File: src/rtl/card_game_ctrl.sv
// Game controller for the 16-card memory game.
// Shuffles cards into a 4x4 grid, moves the cursor and runs the flip/compare/hide sequence.
module card_game_ctrl #(
    parameter int unsigned DELAY_TICKS  = 60,
    parameter logic [15:0] SEED_DEFAULT = 16'hACE1
) (
    input  logic        clk,
    input  logic        rst_n,
    input  logic        Tick,
    input  logic        BtnLeft,
    input  logic        BtnRight,
    input  logic        BtnUp,
    input  logic        BtnDown,
    input  logic        BtnSel,
    input  logic        NewGame,
    input  logic [15:0] Seed,
    output logic [15:0] regCard,
    output logic [63:0] PosBus,
    output logic [3:0]  Cursor,
    output logic [15:0] Matched,
    output logic [7:0]  Moves,
    output logic        Busy,
    output logic        Win
);

    localparam int unsigned TIMER_W   = (DELAY_TICKS > 1) ? $clog2(DELAY_TICKS) : 1;
    localparam logic [15:0] LFSR_TAPS = 16'hB400;

    typedef enum logic [2:0] {
        S_SHUFFLE,
        S_FIRST,
        S_SECOND,
        S_COMPARE,
        S_SHOW,
        S_WIN
    } state_t;

    state_t               state_q, state_d;
    logic [15:0][3:0]     pos_q, pos_d;
    logic [15:0][3:0]     slot_q, slot_d;
    logic [15:0]          lfsr_q, lfsr_d;
    logic [3:0]           idx_q, idx_d;
    logic [3:0]           first_q, first_d;
    logic [3:0]           second_q, second_d;
    logic [TIMER_W-1:0]   timer_q, timer_d;
    logic [15:0]          flipped_q, flipped_d;
    logic [15:0]          matched_q, matched_d;
    logic [7:0]           moves_q, moves_d;
    logic [3:0]           cursor_q, cursor_d;
    logic [15:0]          card_q;
    logic                 busy_q;
    logic                 win_q;

    logic [15:0]          lfsr_step;
    logic [3:0]           swap_j;
    logic [3:0]           sel_card;
    logic [15:0]          up_mask;
    logic [15:0]          sel_bit;
    logic [15:0]          pair_bits;
    logic [1:0]           row;
    logic [1:0]           col;

    assign lfsr_step = {1'b0, lfsr_q[15:1]} ^ (lfsr_q[0] ? LFSR_TAPS : 16'h0000);
    assign swap_j    = lfsr_q[3:0];
    assign up_mask   = matched_q | flipped_q;
    assign sel_card  = slot_q[cursor_q];
    assign sel_bit   = 16'(1) << sel_card;
    assign pair_bits = (16'(1) << first_q) | (16'(1) << second_q);
    assign row       = cursor_q[3:2];
    assign col       = cursor_q[1:0];

    // State and datapath registers
    always_ff @(posedge clk or negedge rst_n) begin
        if (!rst_n) begin
            state_q   <= S_SHUFFLE;
            for (int i = 0; i < 16; i++) begin
                pos_q[i]  <= 4'(i);
                slot_q[i] <= 4'(i);
            end
            lfsr_q    <= SEED_DEFAULT;
            idx_q     <= 4'd0;
            first_q   <= 4'd0;
            second_q  <= 4'd0;
            timer_q   <= '0;
            flipped_q <= 16'h0000;
            matched_q <= 16'h0000;
            moves_q   <= 8'd0;
            cursor_q  <= 4'd0;
        end else begin
            state_q   <= state_d;
            pos_q     <= pos_d;
            slot_q    <= slot_d;
            lfsr_q    <= lfsr_d;
            idx_q     <= idx_d;
            first_q   <= first_d;
            second_q  <= second_d;
            timer_q   <= timer_d;
            flipped_q <= flipped_d;
            matched_q <= matched_d;
            moves_q   <= moves_d;
            cursor_q  <= cursor_d;
        end
    end

    // Status outputs registered from next-state values so they align with the state
    always_ff @(posedge clk or negedge rst_n) begin
        if (!rst_n) begin
            card_q <= 16'h0000;
            busy_q <= 1'b1;
            win_q  <= 1'b0;
        end else begin
            card_q <= matched_d | flipped_d;
            busy_q <= (state_d == S_SHUFFLE);
            win_q  <= (state_d == S_WIN);
        end
    end

    // Next-state logic
    always_comb begin
        state_d   = state_q;
        pos_d     = pos_q;
        slot_d    = slot_q;
        lfsr_d    = lfsr_q;
        idx_d     = idx_q;
        first_d   = first_q;
        second_d  = second_q;
        timer_d   = timer_q;
        flipped_d = flipped_q;
        matched_d = matched_q;
        moves_d   = moves_q;
        cursor_d  = cursor_q;

        // One cursor move per cycle, Right > Left > Down > Up
        if (state_q != S_SHUFFLE && !NewGame) begin
            if (BtnRight)     cursor_d = {row, col + 2'd1};
            else if (BtnLeft) cursor_d = {row, col - 2'd1};
            else if (BtnDown) cursor_d = {row + 2'd1, col};
            else if (BtnUp)   cursor_d = {row - 2'd1, col};
        end

        case (state_q)
            S_SHUFFLE: begin
                slot_d[idx_q]         = slot_q[swap_j];
                slot_d[swap_j]        = slot_q[idx_q];
                pos_d[slot_q[idx_q]]  = swap_j;
                pos_d[slot_q[swap_j]] = idx_q;
                lfsr_d                = lfsr_step;
                idx_d                 = idx_q + 4'd1;
                if (idx_q == 4'd15) state_d = S_FIRST;
            end
            S_FIRST: begin
                if (BtnSel && !up_mask[sel_card]) begin
                    flipped_d = flipped_q | sel_bit;
                    first_d   = sel_card;
                    state_d   = S_SECOND;
                end
            end
            S_SECOND: begin
                if (BtnSel && !up_mask[sel_card]) begin
                    flipped_d = flipped_q | sel_bit;
                    second_d  = sel_card;
                    state_d   = S_COMPARE;
                end
            end
            S_COMPARE: begin
                if (moves_q != 8'hFF) moves_d = moves_q + 8'd1;
                if (first_q[2:0] == second_q[2:0]) begin
                    matched_d = matched_q | pair_bits;
                    flipped_d = flipped_q & ~pair_bits;
                    state_d   = ((matched_q | pair_bits) == 16'hFFFF) ? S_WIN : S_FIRST;
                end else begin
                    timer_d = '0;
                    state_d = S_SHOW;
                end
            end
            S_SHOW: begin
                if (Tick) begin
                    if (timer_q == TIMER_W'(DELAY_TICKS - 1)) begin
                        flipped_d = flipped_q & ~pair_bits;
                        state_d   = S_FIRST;
                    end else begin
                        timer_d = timer_q + TIMER_W'(1);
                    end
                end
            end
            S_WIN: begin
            end
            default: state_d = S_SHUFFLE;
        endcase

        // Restart overrides everything except the cursor
        if (NewGame) begin
            flipped_d = 16'h0000;
            matched_d = 16'h0000;
            moves_d   = 8'd0;
            timer_d   = '0;
            lfsr_d    = (Seed == 16'h0000) ? SEED_DEFAULT : Seed;
            idx_d     = 4'd0;
            for (int i = 0; i < 16; i++) begin
                pos_d[i]  = 4'(i);
                slot_d[i] = 4'(i);
            end
            state_d   = S_SHUFFLE;
        end
    end

    assign regCard = card_q;
    assign PosBus  = pos_q;
    assign Cursor  = cursor_q;
    assign Matched = matched_q;
    assign Moves   = moves_q;
    assign Busy    = busy_q;
    assign Win     = win_q;

endmodule

File: config.mk
export PLATFORM = sky130hd
export DESIGN_NAME = card_game_ctrl
export DESIGN_NICKNAME = d
export VERILOG_FILES = /design/src/rtl/card_game_ctrl.sv
export SDC_FILE = /design/constraint.sdc
export NUM_CORES = 1
export LEC_CHECK = 0
export CAP_MARGIN = 15
export CORE_MARGIN = 2
export CORE_UTILIZATION = 55
export CTS_BUF_LIST = sky130_fd_sc_hd__clkbuf_2
export DETAILED_ROUTE_END_ITERATION = 7
export PLACE_DENSITY = 0.74
export SLEW_MARGIN = 20
export SYNTH_ARGS = -nofsm -noshare
export SYNTH_HDL_FRONTEND = slang
export SYNTH_SLANG_ARGS = --single-unit
export TNS_END_PERCENT = 20
File: constraint.sdc
create_clock -name clk -period 4.07 [get_ports clk]
set_input_delay 0.407 -clock clk [delete_from_list [all_inputs] [get_ports clk]]
set_output_delay 0.407 -clock clk [all_outputs]
set_load 0.02 [all_outputs]
==> results of run 1 <==
## final timing paths
path	to	slack, ns	cells after the start
max reg2reg	PosBus[47]$_DFFE_PN1P_	0.37	7
min in group asynchronous	regCard[13]$_DFF_PN0_	0.17	2
min reg2reg	PosBus[42]$_DFFE_PN0P_	0.49	2
max	PosBus[47]$_DFFE_PN1P_	0.37	7
min	lfsr_q[12]$_DFFE_PN0P_	0.10	3
max in group asynchronous	PosBus[61]$_DFFE_PN1P_	2.90	3
## Yosys cell counts, types with 28 or more instances
| cell type | number |
|---|---|
| o21ai_0 | 87 |
| o22ai_1 | 72 |
| a22oi_1 | 67 |
| nand2_1 | 120 |
| a21oi_1 | 117 |
| inv_1 | 39 |
| mux4_2 | 55 |
| dfrtp_1 | 154 |
| mux2_2 | 29 |
| a221o_1 | 28 |
| nor2_1 | 148 |
| dfstp_2 | 73 |
| clkbuf_1 | 60 |
| nand2b_1 | 30 |
## power by group
part           switching (mW)  leakage (nW)  total, mW  internal, mW
clock network           0.948         0.436       1.60         0.649
registers               0.240          2.88       2.74          2.50
logic                    1.28          2.89       2.13         0.853
## registers in the layout, indices dropped and copies added (netlist names)
| signal | cells |
|---|---|
| Busy | 1 |
| Cursor | 4 |
| Matched | 16 |
| Moves | 8 |
| PosBus | 64 |
| Win | 1 |
| first_q | 4 |
| flipped_q | 16 |
| idx_q | 4 |
| lfsr_q | 16 |
| regCard | 16 |
| second_q | 4 |
| slot_q | 64 |
| state_q | 3 |
| timer_q | 6 |
## cell families after synthesis
kind of cell / count (synthesis) / share of synthesized area, %
buffers and inverters: 148 / 4.80
adder cells (fa/ha/maj): 6 / 0.556
multiplexers: 114 / 14.0
flip-flops: 227 / 42.8
XOR/XNOR: 20 / 1.30
AO/OA/AOI/OAI: 440 / 20.6
AND/OR/NAND/NOR: 435 / 15.9
## final cells by class
cell class,instances,area [µm²]
antenna,1,2.50
sequential,227,5770
clock buffer,102,510
fill,2030,8550
tap,324,405
multi-input combinational,1015,7080
inverter,40,150
timing repair buffer,173,1670
clock inverter,7,35.0
## through the flow
step	instance area, µm²	std cells
after floorplan	13500	1390
after global placement	15100	1777
after detailed placement	15100	1777
after CTS	15600	1888
after global routing	15600	1889
final	15600	1889
## per-layer routing
layer / up-vias / track usage, % / share of wire (%)
li1: 5443 / - / -
met5: - / 0 / 0
met4: 0 / 14.3 / 3.5
met2: 822 / 50.1 / 45
met3: 122 / 7.88 / 11
met1: 5988 / 44.2 / 40
## tightest hold or removal path, stage by stage
cell             delay [ns]
clkdlybuf4s50_1        0.42
nand2_1                0.07
o21ai_0                0.07
==> impl.org, run 1 <==
** Power
- Reported leakage power :: 6.20 nW
- Final total power :: 6.46 mW
- Maximum VDD drop :: about 0.24 mV
- Power spread over the standard cell area amounts to 414 nW/µm².

** Run status
- Result of the run :: completed

** Synthesis
- Proportion of synthesized chip area in sequential cells :: a little over two fifths
- Syn Std Cell Area :: 13500 µm²
- For this run, the leading register cell type out of synthesis is dfrtp_1.
- Yosys cell types :: 69
- Cell types with the largest area share after synthesis :: dfrtp_1, dfstp_2, mux4_2, a21oi_1, nor2_1
- Counting every net in the synthesized netlist gives 1421.
- Number of synthesized register bits :: 227
- Syn_area_per_cell :: 9.71 µm²
- Synth top area share :: 28.6%
- Number of flops mapped to enable cells by yosys :: 0
- The largest total area in the synthesized netlist belongs to dfrtp_1.
- During synthesis, Yosys emitted a total of 0 warnings.
- Gate count after technology mapping :: approximately 1400
- Of all flip-flops after synthesis, the portion carrying an async set or reset was between 90% and 100%.

** Routing
- Detailed-route via count :: 12375
- Vias per inst :: 6.55
- Detailed Routing Iterations Pass 1 :: 6
- Final WL :: 41.6 mm
- Detailed-route DRC error count :: 0
- Initial drt markers :: 1177
- Mean routed wirelength per cell :: approximately 22 µm
- The count of nets left with antenna violations once routing finished came out at 0.

** Global route
- Sum of overflow across all layers after global routing :: 0
- The first global-routing pass estimated ~66 mm of wire.
- Pin count of the biggest net entering global routing :: 129
- The initial antenna violation count was 1.
- Global-route usage over all layers :: 32.5%
- Vias in the first global route :: 12116

** Die
- In this run the horizontal extent of the chip is 161 µm.
- From bottom edge to top edge, the die measures 161 µm.
- The die covers 25800 µm².
- IO Count :: 135
- Row generation in the floorplan step produced 57 rows.
- Starting density of the core :: 55.8%
- Area of the core region :: about 24000 µm²

** Timing
- Worst hold slack after final layout :: about 0.10 ns
- For the final routed database, the setup TNS stands at 0 ns.
- After layout, the worst path uses 90.8% of the clock period.
- The total count of hold-check failures in the final report was 0.
- For the final database, setup skew stands at between 0.09 and 0.1 ns.
- After layout, the worst setup slack is 0.375 ns.
- Setup violations remaining at the end of the flow were counted as 0.
- Based on the critical path, the design can be clocked at up to 0.271 GHz.
- Setup repair after global routing left no endpoint under its margin.
- Slew at the pin closest to its max-slew limit :: 1.03 ns
- The final max-slew violation count was 0.
- Slew headroom :: 31.5%
- Min cycle time layout :: 3.70 ns

** Worst setup path
- Worst setup path startpoint :: lfsr_q[0]$_DFFE_PN1P_
- Critical path class :: reg2reg
- Critical path's slowest cell :: dfstp_2
- STA puts the critical path data arrival time at ~4.5 ns.
- Cell-by-cell listing of the critical path :: buf_4, mux4_2, mux4_2, nand2b_1, o22ai_1, a21oi_1, mux2_2
- STA classifies the critical path endpoint as a flip-flop.
- For this run, the slowest stage of the critical path takes 0.82 ns.
- Among the stages of the critical path, the cell type that occurs most often is mux4_2.
- Data required time of the worst path :: between 4 and 5 ns
- Family with the most delay on the worst path :: multiplexers
- Highest fanout seen on the critical path :: 15
- Number of buffer and inverter stages on the critical path :: 1
- Reg-to-reg critical path startpoint :: lfsr_q[0]$_DFFE_PN1P_
- STA classifies the critical path startpoint as a flip-flop.

** Final layout
- For this run, the post-layout net count is 1547.
- The post-route netlist has 22.0% of its cells at a drive strength greater than 1.
- For this run, the share of the core covered by cells in the final layout is 64.6%.
- Most common library cell in the layout ignoring fill and taps :: dfrtp_1
- In the layout the commonest cells are dfrtp_1, nor2_1, clkdlybuf4s50_1.
- Post-synthesis to final-layout area growth :: 15.8%

** Clock tree
- Counting the buffers created by CTS gives 59.
- In this run the clock root is driven by a clkbuf_2.
- The H-tree generated during clock tree synthesis spans 2 levels.
- The clock reaches the later pin of the worst-skew pair after 0.90 ns.
- Once the clock tree was built, the resizer swapped 0 gates to a different size.
- The clock drives 227 sinks.
- Counting along the longest clock path gives a buffer depth of 3.
- After clock tree synthesis, the flow added hold-fix buffers numbering 2.
- Post-CTS setup buffers :: 0
- TritonCTS built the clock tree.
- Clock-pin transition on the worst setup and hold timing paths :: 0.10 ns

** Worst hold path
- The path class of the tightest hold or removal check is in2reg.
- Hold_sp :: Seed[12]

** Job
- Across the run, the number of max-cap violations was 0.

** Placement
- At the end of routability-driven placement, the weighted congestion stood at 0.975.
- Detailed placement ended at an HPWL of about 29 mm.
- Post-placement setup slack :: 0.411 ns
- Number of buffers added on ports :: 134
No activity file was read; power rests on OpenSTA's default activity.
==> run 2: changes to the inputs <==
- TNS_END_PERCENT: 20 -> default
==> results of run 2 <==
The final DEF is identical to that of run 1; final timing and power are the same.
